## src/rtl/gp9001_pkg.sv

```systemverilog
// Shared types and helpers for the GP9001 host-side op interface.
package gp9001_pkg;

    localparam int unsigned DEFAULT_AW = 14;
    localparam int unsigned CNT_W      = 3;

    typedef enum logic [2:0] {
        OP_NONE,
        OP_PTR,
        OP_SEL,
        OP_WREG,
        OP_WRAM,
        OP_RDH,
        OP_RDL
    } op_e;

    typedef enum logic [1:0] {
        IDLE,
        ACCESS,
        RD_WAIT,
        ACK_HOLD
    } state_e;

    // Fixed-priority pick among simultaneously raised op requests.
    function automatic op_e prio_encode(
        input logic set_ptr,
        input logic sel_reg,
        input logic wr_reg,
        input logic wr_ram,
        input logic rd_ram_h,
        input logic rd_ram_l
    );
        op_e op;
        op = OP_NONE;
        if (set_ptr)       op = OP_PTR;
        else if (sel_reg)  op = OP_SEL;
        else if (wr_reg)   op = OP_WREG;
        else if (wr_ram)   op = OP_WRAM;
        else if (rd_ram_h) op = OP_RDH;
        else if (rd_ram_l) op = OP_RDL;
        return op;
    endfunction

endpackage

```

## src/rtl/gp9001_host_if.sv

```systemverilog
// GP9001 responder for CPU op requests: register index/data, VRAM pointer,
// arbitrated VRAM accesses and a 4-phase ACK handshake.
module gp9001_host_if
    import gp9001_pkg::*;
#(
    parameter int unsigned AW     = DEFAULT_AW,
    parameter int unsigned RD_LAT = 2
) (
    input  logic          CLK96,
    input  logic          RESET96_N,
    input  logic          OP_SELECT_REG,
    input  logic          OP_WRITE_REG,
    input  logic          OP_WRITE_RAM,
    input  logic          OP_READ_RAM_H,
    input  logic          OP_READ_RAM_L,
    input  logic          OP_SET_RAM_PTR,
    input  logic [15:0]   DIN,
    output logic          ACK,
    output logic [15:0]   DOUT,
    output logic          REG_WE,
    output logic [7:0]    REG_IDX,
    output logic [15:0]   REG_DATA,
    input  logic          VRAM_BUSY,
    output logic [AW-1:0] VRAM_ADDR,
    output logic          VRAM_WE,
    output logic          VRAM_RE,
    output logic [15:0]   VRAM_D,
    input  logic [15:0]   VRAM_Q,
    output logic [AW-1:0] RAM_PTR
);

    state_e             state_q, state_d;
    op_e                op_q, op_d;
    logic [15:0]        din_q, din_d;
    logic [CNT_W-1:0]   cnt_q, cnt_d;
    logic [AW-1:0]      ptr_q, ptr_d;

    logic               ack_d;
    logic [15:0]        dout_d;
    logic               reg_we_d;
    logic [7:0]         reg_idx_d;
    logic [15:0]        reg_data_d;
    logic [AW-1:0]      vram_addr_d;
    logic               vram_we_d;
    logic               vram_re_d;
    logic [15:0]        vram_d_d;

    logic               any_op;
    op_e                req;

    assign any_op  = OP_SET_RAM_PTR | OP_SELECT_REG | OP_WRITE_REG |
                     OP_WRITE_RAM | OP_READ_RAM_H | OP_READ_RAM_L;
    assign req     = prio_encode(OP_SET_RAM_PTR, OP_SELECT_REG, OP_WRITE_REG,
                                 OP_WRITE_RAM, OP_READ_RAM_H, OP_READ_RAM_L);
    assign RAM_PTR = ptr_q;

    // Next-state and next-output logic; strobes default low so they pulse.
    always_comb begin
        state_d     = state_q;
        op_d        = op_q;
        din_d       = din_q;
        cnt_d       = cnt_q;
        ptr_d       = ptr_q;
        ack_d       = ACK;
        dout_d      = DOUT;
        reg_we_d    = 1'b0;
        reg_idx_d   = REG_IDX;
        reg_data_d  = REG_DATA;
        vram_addr_d = VRAM_ADDR;
        vram_we_d   = 1'b0;
        vram_re_d   = 1'b0;
        vram_d_d    = VRAM_D;

        unique case (state_q)
            IDLE: begin
                ack_d = 1'b0;
                unique case (req)
                    OP_NONE: ;
                    OP_PTR: begin
                        ptr_d   = AW'(DIN);
                        ack_d   = 1'b1;
                        state_d = ACK_HOLD;
                    end
                    OP_SEL: begin
                        reg_idx_d = DIN[7:0];
                        ack_d     = 1'b1;
                        state_d   = ACK_HOLD;
                    end
                    OP_WREG: begin
                        reg_we_d   = 1'b1;
                        reg_data_d = DIN;
                        ack_d      = 1'b1;
                        state_d    = ACK_HOLD;
                    end
                    default: begin
                        op_d    = req;
                        din_d   = DIN;
                        state_d = ACCESS;
                    end
                endcase
            end

            ACCESS: begin
                if (!VRAM_BUSY) begin
                    vram_addr_d = ptr_q;
                    if (op_q == OP_WRAM) begin
                        vram_we_d = 1'b1;
                        vram_d_d  = din_q;
                        ptr_d     = ptr_q + AW'(1);
                        ack_d     = 1'b1;
                        state_d   = ACK_HOLD;
                    end else begin
                        vram_re_d = 1'b1;
                        cnt_d     = CNT_W'(RD_LAT - 1);
                        if (op_q == OP_RDL) ptr_d = ptr_q + AW'(1);
                        state_d   = RD_WAIT;
                    end
                end
            end

            RD_WAIT: begin
                if (cnt_q == '0) begin
                    dout_d  = VRAM_Q;
                    ack_d   = 1'b1;
                    state_d = ACK_HOLD;
                end else begin
                    cnt_d = cnt_q - CNT_W'(1);
                end
            end

            ACK_HOLD: begin
                if (!any_op) begin
                    ack_d   = 1'b0;
                    state_d = IDLE;
                end
            end

            default: begin
                ack_d   = 1'b0;
                state_d = IDLE;
            end
        endcase
    end

    // State and registered outputs; reset aborts any transaction in flight.
    always_ff @(posedge CLK96 or negedge RESET96_N) begin
        if (!RESET96_N) begin
            state_q   <= IDLE;
            op_q      <= OP_NONE;
            din_q     <= '0;
            cnt_q     <= '0;
            ptr_q     <= '0;
            ACK       <= 1'b0;
            DOUT      <= '0;
            REG_WE    <= 1'b0;
            REG_IDX   <= '0;
            REG_DATA  <= '0;
            VRAM_ADDR <= '0;
            VRAM_WE   <= 1'b0;
            VRAM_RE   <= 1'b0;
            VRAM_D    <= '0;
        end else begin
            state_q   <= state_d;
            op_q      <= op_d;
            din_q     <= din_d;
            cnt_q     <= cnt_d;
            ptr_q     <= ptr_d;
            ACK       <= ack_d;
            DOUT      <= dout_d;
            REG_WE    <= reg_we_d;
            REG_IDX   <= reg_idx_d;
            REG_DATA  <= reg_data_d;
            VRAM_ADDR <= vram_addr_d;
            VRAM_WE   <= vram_we_d;
            VRAM_RE   <= vram_re_d;
            VRAM_D    <= vram_d_d;
        end
    end

endmodule

```

## config.mk

```make
export PLATFORM = sky130hd
export DESIGN_NAME = gp9001_host_if
export DESIGN_NICKNAME = d
export VERILOG_FILES = /design/src/rtl/gp9001_pkg.sv /design/src/rtl/gp9001_host_if.sv
export SDC_FILE = /design/constraint.sdc
export NUM_CORES = 1
export LEC_CHECK = 0
export BUFFER_PORTS_ARGS = -buffer_cell sky130_fd_sc_hd__buf_4
export CORE_UTILIZATION = 40
export DETAILED_ROUTE_END_ITERATION = 10
export PLACE_DENSITY_LB_ADDON = 0.12
export RECOVER_POWER = 25
export SLEW_MARGIN = 5
export SYNTH_ARGS = -nofsm -noshare
export SYNTH_HDL_FRONTEND = slang
export SYNTH_SLANG_ARGS = --single-unit
```

## constraint.sdc

```tcl
create_clock -name CLK96 -period 3.7 [get_ports CLK96]
set_input_delay 0.74 -clock CLK96 [delete_from_list [all_inputs] [get_ports CLK96]]
set_output_delay 0.74 -clock CLK96 [all_outputs]
set_load 0.01 [all_outputs]
```

* Yosys cells after proc, flatten, opt, wreduce, memory -nomap -nowiden
Index checks and enable logic that the tools add are counted.
** Operators by class
- Multiplexer cells :: 35
- Bitwise gates (word level) :: 7
- Add/sub/neg operators :: 2
- Reduce and logical (&&, ||, !) cells :: 17
- Equality and inequality tests :: 17
** Operators by type and width (number)
- $mux 14 :: 4
- $pmux 14 s2 :: 1
- $mux 3 :: 9
- $reduce_and 4->1 :: 4
- $add 14x1->14 const B :: 1
- $mux 1 :: 14
- $ne 2x2->1 const B :: 7
- $reduce_and 2->1 :: 5
- $pmux 2 s4 :: 1
- $eq 3x2->1 const B :: 2
- $eq 3x3->1 const B :: 2
- $logic_not 3->1 :: 2
- $mux 2 :: 3
- $pmux 3 s2 :: 1
- $or 1x1->1 :: 5
- $eq 2x2->1 const B :: 2
- $pmux 1 s4 :: 1
- $pmux 2 s2 :: 1
- $reduce_bool 2->1 :: 2
- $reduce_or 4->1 :: 1
- $eq 3x1->1 const B :: 1
- $ne 3x3->1 const B :: 1
- $reduce_and 3->1 :: 1
- $reduce_or 3->1 :: 1
- other kinds (5) :: 6
** Storage, ports and cells
- Word-level logic and storage cells :: 92
- Bits in registers :: 112
- Input bits :: 41
- Output and inout port bits :: 88

* Depth between registers and ports, before layout
Gate-level depths: netlist of the first run.
- Word-level depth :: 10
- Gate-level depth with buffers :: 8
- Gate-level depth less buffers :: 6

* Worst setup path before layout of the first run
Ideal clock, no wire load.
- Path kind :: in2reg
- Start :: input port OP_WRITE_RAM
- End :: register state_q[1]
- Setup slack :: 1629 ps
- Buffers on the path :: 0
- Library setup time :: 125 ps
- Data required time :: 3575 ps
- Stages :: 4
- Arrival time :: 1946 ps
- Path through :: or3_4 or4_1 nand3_1 mux2_2
** Between the ends
- Longest elaborated chain between the ends :: 8
- Elaborated cells between the ends (all ways) :: 17
- Classes of those cells :: 5 x eq/ne; 6 x mux; 3 x bitwise; 3 x reduce/logical
** RTL lines
- start: declaration :: line gp9001_host_if.sv:13 : input logic OP_WRITE_RAM,
- $mux 3 :: line gp9001_pkg.sv:38 : else if (wr_ram) op = OP_WRAM;
- $mux 3 :: line gp9001_pkg.sv:37 : else if (wr_reg) op = OP_WREG;
- $mux 3 :: line gp9001_pkg.sv:36 : else if (sel_reg) op = OP_SEL;
- $mux 3 :: line gp9001_pkg.sv:35 : if (set_ptr) op = OP_PTR;
- $eq 3x2->1 / $eq 3x1->1 (equally long branches) :: line gp9001_host_if.sv:77 : unique case (req)
- $reduce_or 3->1 (no source line)
- $pmux 2 s2 :: line gp9001_host_if.sv:77
- $pmux 2 s4 :: line gp9001_host_if.sv:74 : unique case (state_q)
- end signal: assignment :: line gp9001_host_if.sv:163 : state_q <= state_d;
- end: declaration :: line gp9001_host_if.sv:32 : state_e state_q, state_d;
Parallel ways exist; a longest one is shown, timed or not. The select of a mux whose other input is x is not followed.
A chain may end at the register's enable or synchronous reset.

* Final worst setup path of the first run
- Start :: register state_q[0]
- End :: register REG_DATA[14]
** Between the ends
- Longest elaborated chain between the ends :: 2
** RTL lines
- $logic_not 2->1 :: line gp9001_host_if.sv:74
- $reduce_and 2->1 (no source line)
- end signal: assignment :: line gp9001_host_if.sv:172 : REG_DATA <= reg_data_d;
- end: declaration :: line gp9001_host_if.sv:22 : output logic [15:0] REG_DATA,
No other way between the ends.

==> reports/qor.yml, run 1 <==
flow.area_growth_from_synthesis_pct: 29.1
die_area_mm2: 0.0127
yosys_warning_total: 0
grt_max_degree: 65
finish.net_count: 542
total_power_w: 0.00579
clock_sinks: 112
postSynth.topFlopCell: "dfrtp_1"
timing.critical_path.fanout_max: 17
max_freq_ghz: 0.395
worst_slew_margin_rel_pct: -4.02
timing.hold.worst.class: "input pin to async pin"
power.leakage_nw: 3.00
first_global_vias: 3362
grt_overflow: 0
finalCriticalPeriod_ps: 2530
path_buf_inv: 1
synth.lib_cells_used.distinct: 57
top_level_ports: 129
final_common_cell: "buf_4"
via_count: 3392
crit_arrival_ps: 2770
cts_setup_buffers: 0
fin_worst_skew_ps: 11.3
clk_root_buffer_cell: "clkbuf_16"
ys_seq_area_share_pct: 57.1
antenna_violations_before_repair: 0
cts_tree: "done"
required_time_reported_for_the_critical_path_endpoint_ps: 3940
max-vdd-ir-drop_v: 0.000371
detail_route.wl_per_cell_um: 17.0
timing.critical_path.max_delay_family: "simple AND/OR/NAND/NOR gates"
holdBufCountCts: 0
hpwl_um: 7730
clock_tree.buffer_depth: 2
vias_per_cell: 5.25
number_of_fill_cells_in_the_layout: 1050
final_layout_size_suffix_gt1_share_pct: 48.9
routabilityCongestion: 0.834
global_route_wire_length_before_repair_um: 17600
cts_resized: 0
synth_seq_cells: 112
total_neg_setup_slack_ps: 0
pwr_density_cell_mw_per_mm2: 913
worstSkewPairLatency_ps: 360
drt.antenna.violating_nets: 0
drc_errors: 0
violations_in_the_final_reports: "max-capacitance violations, max-slew violations"
final_min_period_over_clock_period_pct: 68.4
critical-path-max-stage-delay_ps: 850
die_height_um: 113
timing.hold.ws_ps: 389
crit_slowest_cell: "nor3b_4"
max_slew.worst_pin.slew_ps: 1560
mappedNetlistArea_mm2: 0.00491
initial_utilization_pct: 41.0
synthesis.instances: 366
synthesis.area_per_instance_um2: 13.4
rsz0062_at_grt: "no"
floorplan.rows: 40
final-max-slew-violation-count: 65
detail_route.first_pass.iterations: 4
crit_path_start_kind: "register"
syn_nets: 414
cts.htree.levels: 3
core_mm2: 0.0120
number_of_buffers_inserted_by_port_buffering: 128
postLayoutCoreUtil_pct: 53.0
async_flop_share_pct: 100
maxCapViolCount: 1
number_of_diodes_added_for_antenna_fixing: 0
edff_count_synth: 0
finalSetupViolations: 0
wl_um: 11000
die-width_um: 113
tritoncts.num_buffers: 9
status: "finished, violations left"
finalHoldViolations: 0
setup_cp_type: "register to register"
worst_setup_hold_path_clk_slew_ps: 70
track_usage_pct: 18.3
drt_first_iter_violations: 116
path_cells: "inv_1 -> ha_1 -> nand2b_4 -> nor3b_4 -> mux2_2"
crit_path_end_kind: "register"
final_cell_mix: "130 x buf_4, 112 x dfrtp_1, 79 x mux2_2"
-- synth_stat cells, types with 2 or more instances --
cell type  count  share of area, %
inv_1         11              0.84
o211ai_1       2              0.31
clkbuf_1       3              0.23
nand2_1       19               1.5
a311oi_1       3              0.54
o21a_1         2              0.31
a21oi_1       18               1.8
mux2i_1        3              0.61
nor3_1         4              0.41
nand2b_1       5              0.64
o31ai_1        3              0.46
a41o_1         3              0.61
nand4_1        4              0.51
o21ai_0       11               1.1
o22ai_1        5              0.64
buf_2          8              0.82
or2_2          2              0.25
nor2_1        12              0.92
nand3_1        6              0.61
mux2_4         9               2.8
a2bb2oi_1      2              0.36
ha_1           7               1.8
mux2_2        79                18
dfrtp_1      112                57
-- state kept, by name, summed over array words and instances, names as in the netlist --
register and count:
ACK 1, DOUT 16, RAM_PTR 14, REG_DATA 16, REG_IDX 8, REG_WE 1
VRAM_ADDR 14, VRAM_D 16, VRAM_RE 1, VRAM_WE 1, cnt_q 3, din_q 16
op_q 3, state_q 2
-- per-layer routing --
layer	track usage, %	routed length (um)
met3	5.41	717
met5	0	0
met2	28.4	5220
met1	24.0	4940
met4	7.64	122
-- layout make-up --
type	instances	area (um^2)	share of cell area, %
timing repair buffer	131	981	15.5
clock buffer	12	256	4.05
multi-input combinational	229	1970	31.1
clock inverter	4	98.8	1.56
tap	147	184	2.90
inverter	11	41.3	0.652
sequential	112	2800	44.2
-- kinds of logic (layout without fill, tap and decap cells) --
kind of cell    count (synthesis)  in the layout  share of synthesized area [%]
fa+ha+maj                       7              7                           1.78
buf+inv                        25            158                           2.68
compound gates                 61             61                           8.64
mux                            91             91                           21.5
simple gates                   70             70                           8.29
flops                         112            112                           57.1
-- worst paths after layout --
path,startpoint,to,slack (ps),cells after the start
min,RESET96_N,VRAM_D[13],390,1
min in group CLK96,din_q[8],VRAM_D[8],500,1
max,state_q[0],REG_DATA[14],1170,5
max reg2reg,state_q[0],REG_DATA[14],1170,5
min reg2reg,din_q[8],VRAM_D[8],500,1
max in group asynchronous,RESET96_N,VRAM_D[2],1380,2
-- power by group --
group | total (W) | internal (W) | switching, W
registers | 0.00224 | 0.00181 | 0.000431
logic | 0.00241 | 0.00133 | 0.00108
clock network | 0.00114 | 0.000701 | 0.000436
-- through the flow --
step / std cells / area (um^2) / setup slack [ps]
2_1_floorplan: 366 / 4910 / 1630
3_3_place_gp: 630 / 6000 / 1280
3_5_place_dp: 630 / 6000 / 1190
4_1_cts: 646 / 6350 / 1160
5_1_grt: 646 / 6340 / 884
6_report: 646 / 6340 / 1170
Note: power is estimated with default switching activity, not from simulation.
==> inputs of run 2 (changes only) <==
clock period = 2.2 ns   (was 3.7 ns; I/O delays follow)
==> run 2 against run 1 <==
Against the previous run:
- critical path depth rose by 1
- the run now ends clean
- highest routed layer unchanged
- largest power group unchanged
- largest cell class unchanged
- routed wire length fell by 0.88%
- maximum frequency grew 29%
- non-clock buffer count grew 10
==> reports/qor.yml, run 2 (synthesized netlist as in run 1, its figures left out) <==
status: "complete, no violations"
final_min_period_over_clock_period_pct: 89.0
worst_setup_hold_path_clk_slew_ps: 70
timing.critical_path.fanout_max: 14
floorplan.rows: 40
number_of_diodes_added_for_antenna_fixing: 0
detail_route.wl_per_cell_um: 16.6
max-vdd-ir-drop_v: 0.000725
initial_utilization_pct: 41.0
track_usage_pct: 18.2
first_global_vias: 3483
finish.net_count: 552
cts.htree.levels: 3
global_route_wire_length_before_repair_um: 17900
die-width_um: 113
crit_path_start_kind: "register"
top_level_ports: 129
core_mm2: 0.0120
final_cell_mix: "137 x buf_4, 112 x dfrtp_1, 79 x mux2_2"
clk_root_buffer_cell: "clkbuf_16"
wl_um: 10900
post_route_design_area_mm2: 0.00636
hpwl_um: 7940
max_slew.worst_pin.slew_ps: 994
rsz0062_at_grt: "no"
finalHoldViolations: 0
setup_cp_type: "register to register"
clock_tree.buffer_depth: 2
power.leakage_nw: 3.02
drc_errors: 0
cts_tree: "done"
detail_route.first_pass.iterations: 4
worst_slew_margin_rel_pct: 33.7
dp_slack_ps: 247
die_area_mm2: 0.0127
holdBufCountCts: 0
number_of_buffers_inserted_by_port_buffering: 128
flow.area_growth_from_synthesis_pct: 29.6
total_neg_setup_slack_ps: 0
finalSetupViolations: 0
post_layout_nonfiller_instances: 656
grt_max_degree: 41
antenna_violations_before_repair: 0
crit_arrival_ps: 2230
timing.hold.worst.class: "input pin to async pin"
drt.antenna.violating_nets: 0
final_layout_size_suffix_gt1_share_pct: 49.3
tritoncts.num_buffers: 9
worstSkewPairLatency_ps: 350
maxCapViolCount: 0
placedInstanceArea_mm2: 0.00610
die_height_um: 113
max_freq_ghz: 0.511
required_time_reported_for_the_critical_path_endpoint_ps: 2470
cts_resized: 0
via_count: 3406
postLayoutCoreUtil_pct: 53.1
fin_worst_skew_ps: 4.91
pwr_density_cell_mw_per_mm2: 1500
routabilityCongestion: 0.805
grt_overflow: 0
final-max-slew-violation-count: 0
finalCriticalPeriod_ps: 1960
clock_sinks: 112
numPlacedInstances: 640
final_common_cell: "buf_4"
cts_setup_buffers: 0
final.setup.worst_slack_ps: 241
drt_first_iter_violations: 154
crit_path_end_kind: "register"
vias_per_cell: 5.19
-- run 2: worst paths after layout --
path | from | end | slack (ps) | depth (start not counted)
setup / recovery | state_q[1] | RAM_PTR[3] | 240 | 6
hold / removal | RESET96_N | VRAM_D[13] | 240 | 1
setup reg to reg | state_q[1] | RAM_PTR[3] | 240 | 6
hold reg to reg | VRAM_ADDR[0] | VRAM_ADDR[0] | 490 | 2
max in group asynchronous | RESET96_N | din_q[12] | 470 | 2
min in group CLK96 | VRAM_Q[5] | DOUT[5] | 320 | 2
-- run 2: per-layer routing --
metal	track usage, %	part of all wire [%]	vias to the layer above
met5	0	0	-
met4	7.38	1.7	0
met3	4.71	6.5	13
li1	-	-	1604
met2	29.2	48	100
met1	23.6	44	1689
-- run 2: critical path, stage by stage (launching register included) --
cell     delay [ps]
dfrtp_1         420
inv_1            90
ha_1            280
inv_1           330
o211a_1         510
a21oi_1         120
a21oi_1         140
-- run 2: power by group --
part | total (W) | switching (W) | internal (W)
registers | 0.00376 | 0.000716 | 0.00304
logic | 0.00413 | 0.00184 | 0.00228
clock network | 0.00163 | 0.000708 | 0.000919
total | 0.00951 | 0.00327 | 0.00624
-- run 2: layout make-up --
cell class              instances  area, um^2
clock buffers                  14         254
clock inverters                 2        38.8
fillers                      1013        5600
inverters                      11        41.3
multi-input cells             229        1970
flip-flops and latches        112        2800
well taps                     147         184
repair buffers                141        1060
-- run 2: metrics by stage --
stage	hold slack (ps)	total power, W
4_1_cts	86.7	0.00964
6_report	244	0.00951
5_1_grt	310	0.0102
3_5_place_dp	467	0.00798
3_3_place_gp	462	0.00784
2_1_floorplan	144	0.00604
==> inputs of run 3 (changes only) <==
CELL_PAD_IN_SITES_DETAIL_PLACEMENT = 0   (was not set)
CELL_PAD_IN_SITES_GLOBAL_PLACEMENT = 1   (was not set)
CORE_UTILIZATION = 38   (was 40)
REMOVE_ABC_BUFFERS = 1   (was not set)
==> run 3 against run 2 <==
Against the previous run:
- the run now ends with max-capacitance violations, max-slew violations left
- maximum frequency down 4.6%
- sequential cell count did not move
- sequential share of layout area decreased by 0.61 points
- critical path type unchanged
- non-clock buffer count decreased by 1
- largest power group unchanged
==> reports/qor.yml, run 3 (synthesized netlist as in run 1, its figures left out) <==
worst_setup_hold_path_clk_slew_ps: 80
flow.area_growth_from_synthesis_pct: 31.4
timing.critical_path.fanout_max: 11
via_count: 3400
drt_first_iter_violations: 115
global_route_wire_length_before_repair_um: 17800
final_common_cell: "buf_4"
dp_slack_ps: 213
top_level_ports: 129
routabilityCongestion: 0.775
final_min_period_over_clock_period_pct: 93.3
detail_route.first_pass.iterations: 4
grt_overflow: 0
rsz0062_at_grt: "no"
power.leakage_nw: 3.05
crit_path_start_kind: "register"
floorplan.rows: 41
tritoncts.num_buffers: 9
worst_slew_margin_rel_pct: -18.8
crit_path_end_kind: "register"
wl_um: 11100
holdBufCountCts: 0
die_height_um: 116
track_usage_pct: 17.7
hpwl_um: 8000
antenna_violations_before_repair: 0
worstSkewPairLatency_ps: 350
drt.antenna.violating_nets: 0
clock_tree.buffer_depth: 2
clk_root_buffer_cell: "clkbuf_16"
final.setup.worst_slack_ps: 146
violations_in_the_final_reports: "max-capacitance violations, max-slew violations"
required_time_reported_for_the_critical_path_endpoint_ps: 2410
pwr_density_cell_mw_per_mm2: 1500
die_area_mm2: 0.0134
detail_route.wl_per_cell_um: 16.4
numPlacedInstances: 664
finalSetupViolations: 0
drc_errors: 0
fin_worst_skew_ps: 6.60
crit_arrival_ps: 2260
cts_setup_buffers: 0
finish.net_count: 551
final_cell_mix: "136 x buf_4, 112 x dfrtp_1, 79 x mux2_2"
timing.hold.worst.class: "input pin to register"
max_slew.worst_pin.slew_ps: 1780
initial_utilization_pct: 38.9
first_global_vias: 3336
status: "finished, violations left"
cts_tree: "done"
number_of_diodes_added_for_antenna_fixing: 0
core_mm2: 0.0126
max_freq_ghz: 0.487
final-max-slew-violation-count: 29
cts_resized: 0
vias_per_cell: 5.00
final_layout_size_suffix_gt1_share_pct: 49.8
number_of_buffers_inserted_by_port_buffering: 128
post_layout_nonfiller_instances: 680
grt_max_degree: 35
cts.htree.levels: 3
finalHoldViolations: 0
max-vdd-ir-drop_v: 0.000597
maxCapViolCount: 1
setup_cp_type: "register to register"
die-width_um: 116
clock_sinks: 112
total_power_w: 0.00968
finalCriticalPeriod_ps: 2050
run 3: cell types whose count changed in the layout (fill, tap and decap cells not counted), sizes merged:
cell | previous run | this run
clkbuf | 16 | 11
inv | 11 | 12
bufinv | 1 | 2
clkinv | 1 | 3
run 3: final cells by class:
class	instances	area (um^2)
clock buffers	10	239
clock inverters	6	90.1
fillers	1181	6170
inverters	11	41.3
multi-input cells	229	1970
flip-flops and latches	112	2800
well taps	172	215
repair buffers	140	1080
run 3: report_power, final:
| part | switching (W) | internal [W] | leakage [nW] |
|---|---|---|---|
| combinational | 0.00185 | 0.00229 | 1.51 |
| clock | 0.000773 | 0.00104 | 0.164 |
| sequential | 0.000689 | 0.00304 | 1.37 |
run 3: worst paths after layout:
check	from	end	slack [ps]	cells after the start
worst max register to register	state_q[0]	RAM_PTR[13]	150	7
worst min-delay path	VRAM_Q[2]	DOUT[2]	310	2
max in group asynchronous	RESET96_N	din_q[13]	530	2
worst max-delay path	state_q[0]	RAM_PTR[13]	150	7
min in group asynchronous	RESET96_N	VRAM_ADDR[8]	560	1
worst min register to register	VRAM_ADDR[0]	VRAM_ADDR[0]	490	2
run 3: worst max-delay path, cell delays in order, from the launching register on:
cell and delay [ps]:
dfrtp_1 430, inv_1 100, ha_1 250, buf_4 180, and2b_1 170, nor4b_1 520
and2_1 200, a211oi_1 70
run 3: routing by layer:
| layer | global-route usage, % | vias up | part of all wire, % | wire length, um |
|---|---|---|---|---|
| li1 | - | 1601 | - | - |
| met1 | 23.5 | 1691 | 45 | 5010 |
| met2 | 28.2 | 97 | 47 | 5290 |
| met3 | 4.71 | 11 | 6.3 | 697 |
| met4 | 5.90 | 0 | 1.3 | 145 |
| met5 | 0 | - | 0 | 0 |
run 3: through the flow:
stage	util, %	area [um^2]	hold WS [ps]	TNS [ps]
after global routing	51.1	6450	305	0
after detailed placement	48.5	6120	407	0
after CTS	51.1	6450	26.9	0
final	51.1	6450	314	0
after global placement	48.5	6120	404	0
after floorplan	-	4820	144	-774
